===== config.mk =====
export PLATFORM = sky130hd
export DESIGN_NAME = sevenseg_scan_decoder
export DESIGN_NICKNAME = d
export VERILOG_FILES = /design/src/rtl/sevenseg_scan_decoder.sv
export SDC_FILE = /design/constraint.sdc
export NUM_CORES = 1
export LEC_CHECK = 0
export ABC_CLOCK_PERIOD_IN_PS = 6500
export CAP_MARGIN = 30
export CORE_UTILIZATION = 45
export DETAILED_ROUTE_END_ITERATION = 10
export PLACE_DENSITY = 0.65
export SYNTH_ARGS = -nofsm -noshare
export SYNTH_HDL_FRONTEND = slang
export SYNTH_SLANG_ARGS = --single-unit
export TNS_END_PERCENT = 20

===== constraint.sdc =====
create_clock -name i_clk -period 6.5 [get_ports i_clk]
set_clock_uncertainty 0.05 [all_clocks]
set_input_delay 1.3 -clock i_clk [delete_from_list [all_inputs] [get_ports i_clk]]
set_output_delay 1.3 -clock i_clk [all_outputs]
set_load 0.02 [all_outputs]

===== src/rtl/sevenseg_scan_decoder.sv =====
// sevenseg_scan_decoder
//   Readback monitor for a multiplexed 4-digit 7-segment display bus.
//   The scanned seg/dig_sel pins are sampled each cycle. Once a selected
//   digit has held steady for SETTLE_CYCLES samples, its glyph is decoded
//   into a slot. When all four slots are filled, the frame is published and
//   MM:SS is rebuilt. o_stale flags a bus that has produced no frame for
//   TIMEOUT_CYCLES cycles.
//
// Ports
//   i_clk          system clock, rising edge
//   i_rst          asynchronous active-low reset
//   seg[7:0]       active-low segments {dp,g,f,e,d,c,b,a}
//   dig_sel[3:0]   active-low one-hot anode select, bit0 = dig1 (rightmost)
//   o_dig1..4      decoded digit values of the last complete frame
//   o_blank        per-digit flag: all segments off
//   o_bad          per-digit flag: not a legal 0-9 glyph and not blank
//   o_dp           per-digit flag: decimal point lit
//   o_seconds      dig2*10+dig1 when o_time_ok, else 0
//   o_minutes      dig4*10+dig3 when o_time_ok, else 0
//   o_time_ok      all digits legal and both tens digits <= 5
//   o_frame_valid  one-cycle pulse when the frame outputs update
//   o_stale        no frame completed within TIMEOUT_CYCLES
module sevenseg_scan_decoder #(
  parameter int unsigned SETTLE_CYCLES  = 16,
  parameter int unsigned TIMEOUT_CYCLES = 1_000_000
) (
  input  logic       i_clk,
  input  logic       i_rst,
  input  logic [7:0] seg,
  input  logic [3:0] dig_sel,
  output logic [3:0] o_dig1,
  output logic [3:0] o_dig2,
  output logic [3:0] o_dig3,
  output logic [3:0] o_dig4,
  output logic [3:0] o_blank,
  output logic [3:0] o_bad,
  output logic [3:0] o_dp,
  output logic [5:0] o_seconds,
  output logic [5:0] o_minutes,
  output logic       o_time_ok,
  output logic       o_frame_valid,
  output logic       o_stale
);

  localparam logic [7:0]  SETTLE_MAX = 8'(SETTLE_CYCLES);
  localparam logic [23:0] TMO_MAX    = 24'(TIMEOUT_CYCLES);

  function automatic logic one_hot_low(input logic [3:0] d);
    case (d)
      4'b1110, 4'b1101, 4'b1011, 4'b0111: return 1'b1;
      default:                            return 1'b0;
    endcase
  endfunction

  function automatic logic [1:0] slot_index(input logic [3:0] d);
    case (d)
      4'b1101: return 2'd1;
      4'b1011: return 2'd2;
      4'b0111: return 2'd3;
      default: return 2'd0;
    endcase
  endfunction

  // Returns {value[3:0], blank, bad}
  function automatic logic [5:0] decode_glyph(input logic [6:0] g);
    case (g)
      7'h40:   return {4'd0, 2'b00};
      7'h79:   return {4'd1, 2'b00};
      7'h24:   return {4'd2, 2'b00};
      7'h30:   return {4'd3, 2'b00};
      7'h19:   return {4'd4, 2'b00};
      7'h12:   return {4'd5, 2'b00};
      7'h02:   return {4'd6, 2'b00};
      7'h78:   return {4'd7, 2'b00};
      7'h00:   return {4'd8, 2'b00};
      7'h10:   return {4'd9, 2'b00};
      7'h7F:   return {4'd0, 2'b10};
      default: return {4'hF, 2'b01};
    endcase
  endfunction

  function automatic logic [5:0] tens_ones(input logic [3:0] tens, input logic [3:0] ones);
    logic [6:0] sum;
    sum = 7'(tens) * 7'd10 + 7'(ones);
    return sum[5:0];
  endfunction

  // ---- Stage p0/p1: pin sample S and previous sample ----
  logic [7:0] seg_p0, seg_p1;
  logic [3:0] dig_sel_p0, dig_sel_p1;

  always_ff @(posedge i_clk or negedge i_rst) begin
    if (!i_rst) begin
      dig_sel_p0 <= 4'hF;
      dig_sel_p1 <= 4'hF;
    end else begin
      dig_sel_p0 <= dig_sel;
      dig_sel_p1 <= dig_sel_p0;
    end
  end

  always_ff @(posedge i_clk) begin
    seg_p0 <= seg;
    seg_p1 <= seg_p0;
  end

  logic [7:0] settle_cnt, settle_nxt;
  logic       sel_ok, capture;
  logic [1:0] cap_k;
  logic [5:0] cap_dec;

  always_comb begin
    sel_ok     = one_hot_low(dig_sel_p0);
    settle_nxt = 8'd0;
    if (sel_ok && (seg_p0 == seg_p1) && (dig_sel_p0 == dig_sel_p1))
      settle_nxt = (settle_cnt >= SETTLE_MAX) ? SETTLE_MAX : settle_cnt + 8'd1;
    else if (sel_ok)
      settle_nxt = 8'd1;
    // Fires only on the transition into SETTLE_MAX, so a long dwell captures once.
    capture = (settle_nxt == SETTLE_MAX) && (settle_cnt != SETTLE_MAX);
    cap_k   = slot_index(dig_sel_p0);
    cap_dec = decode_glyph(seg_p0[6:0]);
  end

  always_ff @(posedge i_clk or negedge i_rst) begin
    if (!i_rst) settle_cnt <= 8'd0;
    else        settle_cnt <= settle_nxt;
  end

  // ---- Stage p1: slot capture and frame assembly ----
  logic [3:0] slot_val [4];
  logic [3:0] slot_blank, slot_bad, slot_dp;
  logic [3:0] mask;
  logic       frame_pend;

  always_ff @(posedge i_clk) begin
    if (capture) begin
      slot_val[cap_k]   <= cap_dec[5:2];
      slot_blank[cap_k] <= cap_dec[1];
      slot_bad[cap_k]   <= cap_dec[0];
      slot_dp[cap_k]    <= ~seg_p0[7];
    end
  end

  always_ff @(posedge i_clk or negedge i_rst) begin
    if (!i_rst) begin
      mask       <= 4'h0;
      frame_pend <= 1'b0;
    end else begin
      frame_pend <= 1'b0;
      if (frame_pend) begin
        mask <= 4'h0;
      end else if (capture) begin
        mask <= mask | ~dig_sel_p0;
        if ((mask | ~dig_sel_p0) == 4'hF) frame_pend <= 1'b1;
      end
    end
  end

  // ---- Stage p2: frame publish and staleness timeout ----
  logic        frame_ok;
  logic [23:0] tmo_cnt;

  always_comb begin
    frame_ok = (slot_blank == 4'h0) && (slot_bad == 4'h0) &&
               (slot_val[1] <= 4'd5) && (slot_val[3] <= 4'd5);
  end

  always_ff @(posedge i_clk or negedge i_rst) begin
    if (!i_rst) begin
      o_dig1        <= 4'd0;
      o_dig2        <= 4'd0;
      o_dig3        <= 4'd0;
      o_dig4        <= 4'd0;
      o_blank       <= 4'd0;
      o_bad         <= 4'd0;
      o_dp          <= 4'd0;
      o_seconds     <= 6'd0;
      o_minutes     <= 6'd0;
      o_time_ok     <= 1'b0;
      o_frame_valid <= 1'b0;
      o_stale       <= 1'b1;
      tmo_cnt       <= 24'd0;
    end else begin
      o_frame_valid <= frame_pend;
      if (frame_pend) begin
        o_dig1    <= slot_val[0];
        o_dig2    <= slot_val[1];
        o_dig3    <= slot_val[2];
        o_dig4    <= slot_val[3];
        o_blank   <= slot_blank;
        o_bad     <= slot_bad;
        o_dp      <= slot_dp;
        o_time_ok <= frame_ok;
        o_seconds <= frame_ok ? tens_ones(slot_val[1], slot_val[0]) : 6'd0;
        o_minutes <= frame_ok ? tens_ones(slot_val[3], slot_val[2]) : 6'd0;
        tmo_cnt   <= 24'd0;
        o_stale   <= 1'b0;
      end else begin
        if (tmo_cnt < TMO_MAX) tmo_cnt <= tmo_cnt + 24'd1;
        if (tmo_cnt + 24'd1 >= TMO_MAX) o_stale <= 1'b1;
      end
    end
  end

endmodule


### After elaboration in Yosys (flattened, before gate mapping)

Memories as Yosys holds them, arrays and structs flattened.
Cells that the tools add are included.

| word-level totals | value |
|---|---|
| ROM bits | 0 |
| memories kept | 1 |
| input bits | 14 |
| bits in writable memories | 16 |
| logic and storage cells | 97 |
| register bits | 116 |
| output and inout bits | 43 |
| latch bits | 0 |

Memory list:

| name | depth | bits a word | read ports | clocked after Yosys merged registers in | write ports | RTL line | text |
|---|---|---|---|---|---|---|---|
| slot_val | 4 | 4 | 4 | 0 | 1 | 131 | `logic [3:0] slot_val [4];` |

| cells by class | value |
|---|---|
| order comparisons | 7 |
| multiplexer cells | 24 |
| equality and inequality tests | 19 |
| shift operators | 0 |
| $add $sub $neg | 4 |
| $mul | 2 |
| reduce and logical (&&, ||, !) cells | 14 |
| bitwise logic cells | 3 |
| divide/modulo/power cells | 0 |

Operators with widths:

| cell | count |
|---|---|
| 6-bit one-hot mux with 11 select lines | 1 |
| 24-bit 2-to-1 mux | 2 |
| 7-bit == test, second input constant | 4 |
| 24-bit by 1-bit adder with 24-bit output, second input constant | 1 |
| 24-bit by 20-bit >= comparator with 1-bit output, second input constant | 1 |
| 24-bit by 20-bit less-than comparator with 1-bit output, second input constant | 1 |
| 7-bit by 5-bit == test with 1-bit output, second input constant | 3 |
| 4-bit == test, second input constant | 4 |
| 8-bit 2-to-1 mux | 2 |
| 7-bit by 6-bit == test with 1-bit output, second input constant | 2 |
| 6-bit by 4-bit adder with 6-bit output | 2 |
| 4-bit bitwise mux | 3 |
| 6-bit 2-to-1 mux | 2 |
| 4-bit by 3-bit multiplier with 5-bit output, second input constant | 2 |
| 1-bit 2-to-1 mux | 10 |
| 8-bit by 1-bit adder with 8-bit output, second input constant | 1 |
| 8-bit by 5-bit == test with 1-bit output, second input constant | 1 |
| 8-bit == test | 1 |
| 8-bit by 5-bit >= comparator with 1-bit output, second input constant | 1 |
| 4-bit by 3-bit <= comparator with 1-bit output, second input constant | 2 |
| 4-bit zero test | 2 |
| 4-bit 2-to-1 mux | 2 |
| 8-bit by 5-bit inequality test with 1-bit output, second input constant | 1 |
| 7-bit by 2-bit == test with 1-bit output, second input constant | 1 |
| other kinds (13) | 21 |

### Depth between registers and ports, before layout

Gate-level depths: netlist of run 1.

| depth | value |
|---|---|
| word-level depth | 10 |
| mapped depth | 8 |
| gate-level depth less buffers | 7 |

### Worst setup path after synthesis of run 1

No wires, ideal clock.

| path | value |
|---|---|
| path kind | reg-to-reg |
| start | register settle_cnt[0] |
| end | register slot_bad[3] (enable) |
| path slack | 4.128 ns |
| stages on the path, launching flop included | 7 |
| data arrival time | 1.954 ns |
| library setup time | 0.368 ns |
| path buffers | 0 |
| required time | 6.082 ns |
| period minus slack after synthesis | 2.372 ns |
| path through | dfrtp_1 -> ha_1 -> nor3_1 -> a31oi_1 -> or4_1 -> a211o_2 -> nor2_1 |

| between the ends | value |
|---|---|
| longest elaborated chain between the ends | 5 |
| elaborated cells on any way between the ends | 7 |
| classes of those cells | add/sub: 1; order compare: 1; eq/ne: 2; mux: 2; reduce/logical: 1 |

RTL lines:

| item | RTL line | text |
|---|---|---|
| from (decl) | 107 | `logic [7:0] settle_cnt, settle_nxt;` |
| from (signal assigned) | 127 | `else settle_cnt <= settle_nxt;` |
| 8-bit by 1-bit adder with 8-bit output or 8-bit by 5-bit >= comparator with 1-bit output (tied branches) | 116 | `settle_nxt = (settle_cnt >= SETTLE_MAX) ? SETTLE_MAX : settle_cnt + 8'd1;` |
| 8-bit 2-to-1 mux | 116 |  |
| 8-bit 2-to-1 mux | 115 | `if (sel_ok && (seg_p0 == seg_p1) && (dig_sel_p0 == dig_sel_p1))` |
| 8-bit by 5-bit == test with 1-bit output | 120 | `capture = (settle_nxt == SETTLE_MAX) && (settle_cnt != SETTLE_MAX);` |
| 1-bit logical AND * | 120 |  |
| to (signal, indexed assignment) | 140 | `slot_bad[cap_k] <= cap_dec[0];` |
| to (decl) | 132 | `logic [3:0] slot_blank, slot_bad, slot_dp;` |

Mark *: on every way between the ends. The rest lies on a longest branch, timed or not.
A chain may end at the register's enable or synchronous reset.

### Worst setup path in the final report of run 1

| path | value |
|---|---|
| start | register o_stale |
| end | output o_stale |

RTL lines:

| item | RTL line | text |
|---|---|---|
| from (decl) | 42 | `output logic o_stale` |
| from (signal assigned) | 182 | `o_stale <= 1'b1;` |
| from (signal assigned) | 198 | `o_stale <= 1'b0;` |
| from (signal assigned) | 201 | `if (tmo_cnt + 24'd1 >= TMO_MAX) o_stale <= 1'b1;` |

No word-level cell between the ends.

==> flow_metrics.py, run 1 <==
metrics = {
    "die": {
        "core.rowCount": 41,
        "fp.dieW_um": 116,
        "die-area_sq_um": 13500,
        "die_y_um": 116,
        "pin_count": 57,
        "start_util_pct": 46.3,
        "core_region_area_sq_um": 12600,
    },
    "worst_setup_path": {
        "path_max_fanout": 2,
        "path_class": "flip-flop to primary output",
        "slowest_stage": "clkdlybuf4s50_1",
        "critPathMaxStageDelay_ps": 600,
        "critPathLaunchType": "flip-flop",
        "worstPathArrival_ps": 1540,
        "worstPathCellList": "clkdlybuf4s50_1",
        "crit_required_ps": 5150,
        "path_delay_family": "buffers and inverters",
        "cp.buffers_inverters": 1,
        "endpoint_kind": "primary output",
    },
    "cells_and_area": {
        "area_growth_pct": 23.1,
        "layout-drive-gt1-share_pct": 14.7,
        "fin_util_pct": 57.0,
        "nets": 589,
        "fin_cells": 743,
        "diodes": 0,
    },
    "grt": {
        "grt_use_total_pct": 18.7,
        "grt.overflow.total": 0,
        "antenna_found_initial": 0,
        "grt_pass1_vias": 3877,
        "grt_max_degree": 60,
        "grt_pass1_wl_mm": 18.8,
    },
    "sta": {
        "rsz0062_at_grt": "false",
        "finalCritPeriodShare_pct": 44.4,
        "hold_viol": 0,
        "tns_ps": 0,
        "max_freq_mhz": 346,
        "worst_pin_slew_ps": 793,
        "setup_violations": 0,
        "hold_ws_ps": 333,
        "fin_crit_ps": 2890,
        "slew_headroom_pct": 47.1,
        "slew_viol_final": 0,
    },
    "synth": {
        "syn_area_per_cell_sq_um": 11.7,
        "synth_cell_type_count": 57,
        "synth_top_area_cell": "dfrtp_1",
        "synth_area_sq_um": 5850,
        "synth-edff-count": 28,
        "seq_area_frac_synth_pct": 57.7,
        "ys_ff_latch": 132,
        "ys_top_cells_by_area": "dfrtp_1 (34%), edfxtp_1 (14%), dfxtp_1 (5.5%), mux2_2 (5.0%), xor2_1 (4.6%)",
        "synth_top_area_share_pct": 33.8,
        "synth-main-ff-cell": "dfrtp_1",
        "yosysWarnings": 0,
        "synthesis.instances": 501,
        "synthArstFlopShare_pct": 66.7,
    },
    "pwr": {
        "powerDensity_nw_per_um2": 272,
        "peakVddDrop_uv": 173,
        "totalPowerFinal_mw": 1.96,
        "p_leak_nw": 3.11,
    },
    "clock_tree": {
        "insertion_delay_ps": 420,
        "postCtsResizedCells": 0,
        "clk_pin_slew_ps": 60,
        "clkSinkCount": 132,
        "clockRootBuffer": "clkbuf_16",
        "cts_setup_buffers": 0,
        "cts_tree": "built",
        "ctsHtreeMaxLevel": 4,
        "cts_buffer_depth": 2,
        "cts_hold_buf": 0,
        "cts_buffers": 17,
    },
    "routing": {
        "initialDrtViolationCount": 244,
        "vias": 3899,
        "wirelength_mm": 11.2,
        "drtPass1Iterations": 4,
        "wl_per_cell_um": 15.1,
        "vias_per_cell": 5.25,
        "final_antenna_net_count": 0,
        "drc": 0,
    },
    "hold_path": {
        "hold_class": "flip-flop to flip-flop",
    },
    "place": {
        "post-dp-hpwl_mm": 7.75,
        "gp_congestion": 0.860,
        "dp_cells": 711,
        "portBuffers": 56,
    },
    "run": {
        "drv_cap": 0,
    },
    "run_status": {
        "status": "finished clean",
    },
}
[cell type report]
type	instances	area (sq um)
Clock buffer	19	443
Multi-Input combinational cell	316	2260
Inverter	32	120
Clock inverter	13	196
Tap cell	172	215
Fill cell	1053	5420
Sequential cell	132	3380
Timing Repair Buffer	59	581
[Yosys cell counts (5+ instances only)]
master and number:
dfrtp_1 79, nor2_1 36, inv_1 32, xor2_1 31, edfxtp_1 28, mux2_2 26, nand2_1 24, nand3_1 22
xnor2_1 17, clkbuf_1 16, dfxtp_1 16, o21ai_0 16, ha_1 15, nand4_1 15, nor3_1 12, a21oi_1 11
dfstp_2 9, o22ai_1 8, or3_1 8, nor4_1 7, and3_1 6, buf_2 5, nor2b_1 5
[where the power goes]
group / internal (mW) / switching (mW) / leakage, nW
clock: 0.659 / 0.364 / 0.299
sequential: 0.862 / 0.0203 / 1.61
combinational: 0.0229 / 0.0301 / 1.20
[stage by stage]
step	cell area, sq um	setup WS (ps)
after floorplan	5850	4130
after global placement	6560	3910
after detailed placement	6560	3750
after CTS	7200	3590
after global routing	7200	3570
final	7200	3610
[worst register-to-register path, delay by kind of cell, from the launching register on]
| kind | cells | cell delay [ps] |
|---|---|---|
| simple gates | 3 | 1190 |
| fa+ha+maj | 1 | 260 |
| compound gates | 2 | 420 |
| flops | 1 | 400 |
[cells in the final DEF (no fill, tap or decap), types with 3 or more instances in the layout]
master / n
clkinvlp_4: 4
clkdlybuf4s50_1: 55
nand3_1: 22
dfxtp_1: 16
mux2_2: 26
and3_1: 6
a31oi_1: 3
dfrtp_1: 78
o31ai_1: 4
dfstp_2: 9
edfxtp_1: 28
and4_1: 3
ha_1: 15
buf_4: 4
nand4b_1: 3
xor2_1: 31
o21ba_1: 4
or3_1: 8
nor2_1: 36
nor3_1: 12
a21oi_1: 11
clkbuf_16: 17
nor2b_1: 5
conb_1: 3
inv_6: 4
nor4_2: 4
xnor2_1: 17
nor4_1: 6
nand2_1: 24
nand4_1: 15
inv_1: 32
o22ai_1: 8
bufinv_16: 4
o21ai_0: 16
a21o_1: 4
[worst paths after layout]
check,start,to,slack (ps),cells past startpoint
setup reg to reg,settle_cnt[0]$_DFF_PN0_,slot_val[0][2]$_DFFE_PP_,3800,6
hold / removal,seg_p0[7]$_DFF_P_,seg_p1[7]$_DFF_P_,330,0
hold reg to reg,seg_p0[7]$_DFF_P_,seg_p1[7]$_DFF_P_,330,0
setup / recovery,o_stale$_DFFE_PN1P_,o_stale,3610,1
min in group asynchronous,i_rst,o_minutes[2]$_DFFE_PN0P_,750,1
max in group asynchronous,i_rst,frame_pend$_DFF_PN0_,4540,2
[cells by family after synthesis]
group / synth area share (%)
compound gates: 7.56
xor+xnor: 7.19
fa+ha+maj: 3.90
buf+inv: 3.77
flops: 57.7
mux: 5.35
other cells: 0.0642
simple gates: 14.4
[layer usage]
| metal | global-route usage [%] | routed length, um | part of all wire [%] |
|---|---|---|---|
| met3 | 6.01 | 401 | 3.6 |
| met1 | 24.8 | 5300 | 47 |
| met4 | 8.12 | 208 | 1.9 |
| met2 | 28.2 | 5290 | 47 |
| met5 | 0 | 0 | 0 |
[sequential cells by signal, indices dropped and copies added (netlist names), 6 cells and up]
signal,flops
seg_p1,8
settle_cnt,8
tmo_cnt,24
seg_p0,8
slot_val,16
o_seconds,6
o_minutes,6
No activity file was read; power rests on OpenSTA's default activity.
==> run 2: changes to the inputs <==
--- a/config.mk
+++ b/config.mk
@@ -5,11 +5,11 @@
 export SDC_FILE = /design/constraint.sdc
 export NUM_CORES = 1
 export LEC_CHECK = 0
-export ABC_CLOCK_PERIOD_IN_PS = 6500
+export ABC_CLOCK_PERIOD_IN_PS = 2600
 export CAP_MARGIN = 30
 export CORE_UTILIZATION = 45
 export DETAILED_ROUTE_END_ITERATION = 10
-export PLACE_DENSITY = 0.65
+export PLACE_DENSITY = 0.68
 export SYNTH_ARGS = -nofsm -noshare
 export SYNTH_HDL_FRONTEND = slang
 export SYNTH_SLANG_ARGS = --single-unit
==> constraint.sdc (replaced) <==
create_clock -name i_clk -period 2.6 [get_ports i_clk]
set_clock_uncertainty 0.05 [all_clocks]
set_input_delay 0.52 -clock i_clk [delete_from_list [all_inputs] [get_ports i_clk]]
set_output_delay 0.52 -clock i_clk [all_outputs]
set_load 0.02 [all_outputs]
==> flow_metrics.py, run 2 (same netlist as run 1, synthesis figures left out) <==
metrics = {
    "run_status": {
        "status": "finished clean",
    },
    "sta": {
        "finalCritPeriodShare_pct": 90.6,
        "rsz0062_at_grt": "false",
        "setup_violations": 0,
        "slew_headroom_pct": 54.6,
        "fin_crit_ps": 2360,
        "tns_ps": 0,
        "slew_viol_final": 0,
        "hold_ws_ps": 47.2,
        "max_freq_mhz": 425,
        "worst_pin_slew_ps": 674,
        "hold_viol": 0,
    },
    "cells_and_area": {
        "fin_util_pct": 57.4,
        "area_growth_pct": 24.0,
        "mostFrequentLayoutCell": "dfrtp_1",
        "multi_input_area_sq_um": 2260,
        "layout-drive-gt1-share_pct": 15.7,
        "regMostFlops": "tmo_cnt",
        "final_cell_mix": "dfrtp_1 (78), clkdlybuf4s50_1 (55), nor2_1 (36), inv_1 (32), xor2_1 (31)",
        "fin_cells": 752,
        "nets": 598,
        "fillers": 1100,
        "reg_top3": "tmo_cnt x24, slot_val x16",
        "seq_area_sq_um": 3380,
        "diodes": 0,
        "largest_reg_flops": 24,
    },
    "clock_tree": {
        "postCtsResizedCells": 0,
        "cts_buffers": 17,
        "cts_tree": "built",
        "ctsHtreeMaxLevel": 4,
        "clk_pin_slew_ps": 50,
        "insertion_delay_ps": 420,
        "clkSinkCount": 132,
        "cts_buffer_depth": 2,
        "cts_hold_buf": 0,
        "clockRootBuffer": "clkbuf_16",
        "cts_setup_buffers": 0,
    },
    "pwr": {
        "pwr-share-clk_pct": 50.2,
        "powerDensity_nw_per_um2": 649,
        "p_leak_nw": 3.17,
        "netSwitchingFraction_pct": 21.2,
        "combPwrFrac_pct": 2.9,
        "peakVddDrop_uv": 414,
        "p_int_mw": 3.71,
        "p_switching_uw": 997,
        "power_frac_seq_pct": 46.9,
    },
    "grt": {
        "grt_max_degree": 58,
        "antenna_found_initial": 0,
        "grt.overflow.total": 0,
        "grt_use_total_pct": 18.9,
        "grt_pass1_vias": 3852,
        "grt_pass1_wl_mm": 19.1,
    },
    "routing": {
        "vias": 3910,
        "initialDrtViolationCount": 254,
        "wl_per_cell_um": 15.2,
        "final_antenna_net_count": 0,
        "wirelength_mm": 11.4,
        "drtPass1Iterations": 4,
        "drc": 0,
        "vias_per_cell": 5.20,
    },
    "place": {
        "portBuffers": 56,
        "post-dp-hpwl_mm": 7.90,
        "gp_congestion": 0.835,
        "dp_cells": 719,
    },
    "worst_setup_path": {
        "path_class": "flip-flop to flip-flop",
        "crit_required_ps": 2670,
        "critPathLaunchType": "flip-flop",
        "worstPathArrival_ps": 2430,
        "path_max_fanout": 8,
        "endpoint_kind": "flip-flop",
    },
    "die": {
        "start_util_pct": 46.3,
        "die_y_um": 116,
        "core_region_area_sq_um": 12600,
        "core.rowCount": 41,
        "fp.dieW_um": 116,
        "pin_count": 57,
        "die-area_sq_um": 13500,
    },
    "run": {
        "drv_cap": 0,
    },
    "hold_path": {
        "hold_class": "input port to async pin",
    },
}
==> run 2: cell count changes in the layout (fill, tap and decap cells not counted), moves of 3 or more <==
| cell | change |
|---|---|
| buf_4 | +7 |
| bufinv_16 | -3 |
| clkinvlp_4 | -4 |
| inv_4 | +3 |
==> run 2: worst max-delay path, stage by stage, from the launching register on <==
cell     delay [ps]
dfrtp_1         410
ha_1            270
nor3_1          230
a31oi_1          50
or4_1           410
a211o_2         360
nor2_1          100
buf_4           180
==> run 2: power groups by stage <==
| stage | combinational [mW] | clock (mW) | sequential (mW) |
|---|---|---|---|
| after floorplan | 0.0810 | 0 | 2.22 |
| after global placement | 0.133 | 0 | 2.24 |
| after detailed placement | 0.140 | 0 | 2.24 |
| after CTS | 0.141 | 2.41 | 2.21 |
| after global routing | 0.156 | 2.52 | 2.21 |
| final | 0.137 | 2.36 | 2.21 |
==> run 2: layout make-up <==
| type | count | area share, % |
|---|---|---|
| Sequential cell | 132 | 46.6 |
| Multi-Input combinational cell | 316 | 31.2 |
| Timing Repair Buffer | 68 | 9.29 |
| Clock buffer | 24 | 7.10 |
| Tap cell | 172 | 2.97 |
| Inverter | 32 | 1.66 |
| Clock inverter | 8 | 1.16 |
==> run 2: metal layers <==
layer | up-vias | global-route usage, % | part of all wire [%]
li1 | 1899 | - | -
met1 | 1912 | 23.9 | 46
met2 | 87 | 30.5 | 49
met3 | 12 | 5.39 | 3.5
met4 | 0 | 7.95 | 1.2
met5 | - | 0 | 0
==> run 2: worst paths after layout <==
check	cells past startpoint	slack, ps	endpoint	from
max in group asynchronous	2	1760	o_stale$_DFFE_PN1P_	i_rst
setup / recovery	7	240	slot_val[0][3]$_DFFE_PP_	settle_cnt[0]$_DFF_PN0_
min in group i_clk	0	350	dig_sel_p1[0]$_DFF_PN1_	dig_sel_p0[0]$_DFF_PN1_
hold reg to reg	0	350	dig_sel_p1[0]$_DFF_PN1_	dig_sel_p0[0]$_DFF_PN1_
setup reg to reg	7	240	slot_val[0][3]$_DFFE_PP_	settle_cnt[0]$_DFF_PN0_
hold / removal	1	50	settle_cnt[2]$_DFF_PN0_	i_rst
==> run 2: metrics by stage <==
step	setup WS, ps	total power, mW	instance area (sq um)
floorplan	228	2.31	5850
global placement	338	2.37	6630
detailed placement	316	2.38	6630
CTS	245	4.75	7230
global route	141	4.89	7250
finish	244	4.70	7250
==> run 3: changes to the inputs <==
--- a/config.mk
+++ b/config.mk
@@ -10,6 +10,7 @@
 export CORE_UTILIZATION = 45
 export DETAILED_ROUTE_END_ITERATION = 10
 export PLACE_DENSITY = 0.68
+export REMOVE_ABC_BUFFERS = 1
 export SYNTH_ARGS = -nofsm -noshare
 export SYNTH_HDL_FRONTEND = slang
 export SYNTH_SLANG_ARGS = --single-unit
==> flow_metrics.py, run 3 (same netlist as run 1, synthesis figures left out) <==
metrics = {
    "die": {
        "core.rowCount": 41,
        "die_y_um": 116,
        "core_region_area_sq_um": 12600,
        "fp.dieW_um": 116,
        "start_util_pct": 46.3,
        "pin_count": 57,
        "die-area_sq_um": 13500,
    },
    "sta": {
        "fin_crit_ps": 2340,
        "hold_ws_ps": 9.81,
        "rsz0062_at_grt": "false",
        "tns_ps": 0,
        "setup_violations": 0,
        "slew_headroom_pct": 62.2,
        "finalCritPeriodShare_pct": 89.9,
        "slew_viol_final": 0,
        "worst_pin_slew_ps": 561,
        "hold_viol": 0,
        "max_freq_mhz": 428,
    },
    "cells_and_area": {
        "diodes": 0,
        "fin_util_pct": 57.0,
        "mostFrequentLayoutCell": "dfrtp_1",
        "final_cell_mix": "dfrtp_1 (78), clkdlybuf4s50_1 (55), nor2_1 (36), inv_1 (32), xor2_1 (31)",
        "layout-drive-gt1-share_pct": 15.9,
        "nets": 596,
        "post-route-cell-area_sq_um": 7190,
        "area_growth_pct": 23.1,
        "largest_reg_flops": 24,
        "fin_cells": 750,
        "regMostFlops": "tmo_cnt",
        "reg_top3": "tmo_cnt x24, slot_val x16",
    },
    "place": {
        "dp_cells": 718,
        "portBuffers": 56,
        "post-dp-hpwl_mm": 7.81,
        "gp_congestion": 0.814,
        "placed_area_sq_um": 6630,
    },
    "grt": {
        "grt_use_total_pct": 19.1,
        "grt_pass1_vias": 3877,
        "antenna_found_initial": 0,
        "grt.overflow.total": 0,
        "grt_pass1_wl_mm": 19.3,
        "grt_max_degree": 74,
    },
    "worst_setup_path": {
        "worstPathArrival_ps": 2410,
        "crit_required_ps": 2670,
        "path_class": "flip-flop to flip-flop",
        "critPathLaunchType": "flip-flop",
        "path_max_fanout": 8,
        "endpoint_kind": "flip-flop",
        "worst-r2r-setup-slack_ps": 260,
    },
    "pwr": {
        "combPwrFrac_pct": 2.9,
        "p_leak_nw": 3.14,
        "netSwitchingFraction_pct": 23.4,
        "pwr-share-clk_pct": 49.0,
        "powerDensity_nw_per_um2": 637,
        "p_int_mw": 3.51,
        "peakVddDrop_uv": 436,
        "p_switching_mw": 1.07,
        "power_frac_seq_pct": 48.1,
    },
    "hold_path": {
        "hold_class": "input port to async pin",
    },
    "clock_tree": {
        "cts_tree": "built",
        "clk_pin_slew_ps": 60,
        "ctsHtreeMaxLevel": 4,
        "cts_setup_buffers": 0,
        "cts_hold_buf": 0,
        "cts_buffer_depth": 2,
        "clkSinkCount": 132,
        "clockRootBuffer": "clkbuf_16",
        "postCtsResizedCells": 0,
        "cts_buffers": 17,
        "insertion_delay_ps": 420,
    },
    "routing": {
        "final_antenna_net_count": 0,
        "wl_per_cell_um": 15.1,
        "drtPass1Iterations": 6,
        "wirelength_mm": 11.3,
        "vias": 3923,
        "drc": 0,
        "initialDrtViolationCount": 192,
        "vias_per_cell": 5.23,
    },
    "run_status": {
        "status": "finished clean",
    },
    "run": {
        "drv_cap": 0,
    },
}
[run 3: path summary, 6_finish.rpt]
kind	from	endpoint	cells past startpoint
min in group i_clk	seg_p0[7]$_DFF_P_	seg_p1[7]$_DFF_P_	0
max in group asynchronous	i_rst	o_stale$_DFFE_PN1P_	2
worst max-delay path	settle_cnt[0]$_DFF_PN0_	slot_val[2][2]$_DFFE_PP_	7
worst max register to register	settle_cnt[0]$_DFF_PN0_	slot_val[2][2]$_DFFE_PP_	7
worst min-delay path	i_rst	settle_cnt[5]$_DFF_PN0_	1
worst min register to register	seg_p0[7]$_DFF_P_	seg_p1[7]$_DFF_P_	0
[run 3: cell type report]
class | instances | area (sq um)
fillers | 1052 | 5430
flip-flops and latches | 132 | 3380
multi-input cells | 316 | 2260
repair buffers | 66 | 658
clock buffers | 18 | 450
well taps | 172 | 215
inverters | 32 | 120
clock inverters | 14 | 110
[run 3: critical path, cell delays in order (launching register included)]
cell and delay, ps:
dfrtp_1 410, ha_1 270, nor3_1 200, a31oi_1 60, or4_1 400, a211o_2 350
nor2_1 110, buf_4 190
[run 3: power by group through the flow]
stage	registers [mW]	clock network, mW	logic [mW]
after floorplan	2.23	0	0.0716
after global placement	2.24	0	0.134
after detailed placement	2.24	0	0.136
after CTS	2.20	2.30	0.138
after global routing	2.21	2.38	0.156
final	2.21	2.24	0.135
[run 3: through the flow]
stage                     power [mW]  setup WS (ps)
after CTS                       4.64            264
final                           4.58            262
after global routing            4.75            128
after global placement          2.37            351
after detailed placement        2.38            280
after floorplan                 2.30          -65.3
[run 3: per-layer routing]
metal / vias up / wire, um / GRT usage (%)
li1: 1899 / - / -
met1: 1921 / 5290 / 25.5
met2: 85 / 5450 / 29.9
met3: 18 / 408 / 4.60
met4: 0 / 202 / 8.21
met5: - / 0 / 0
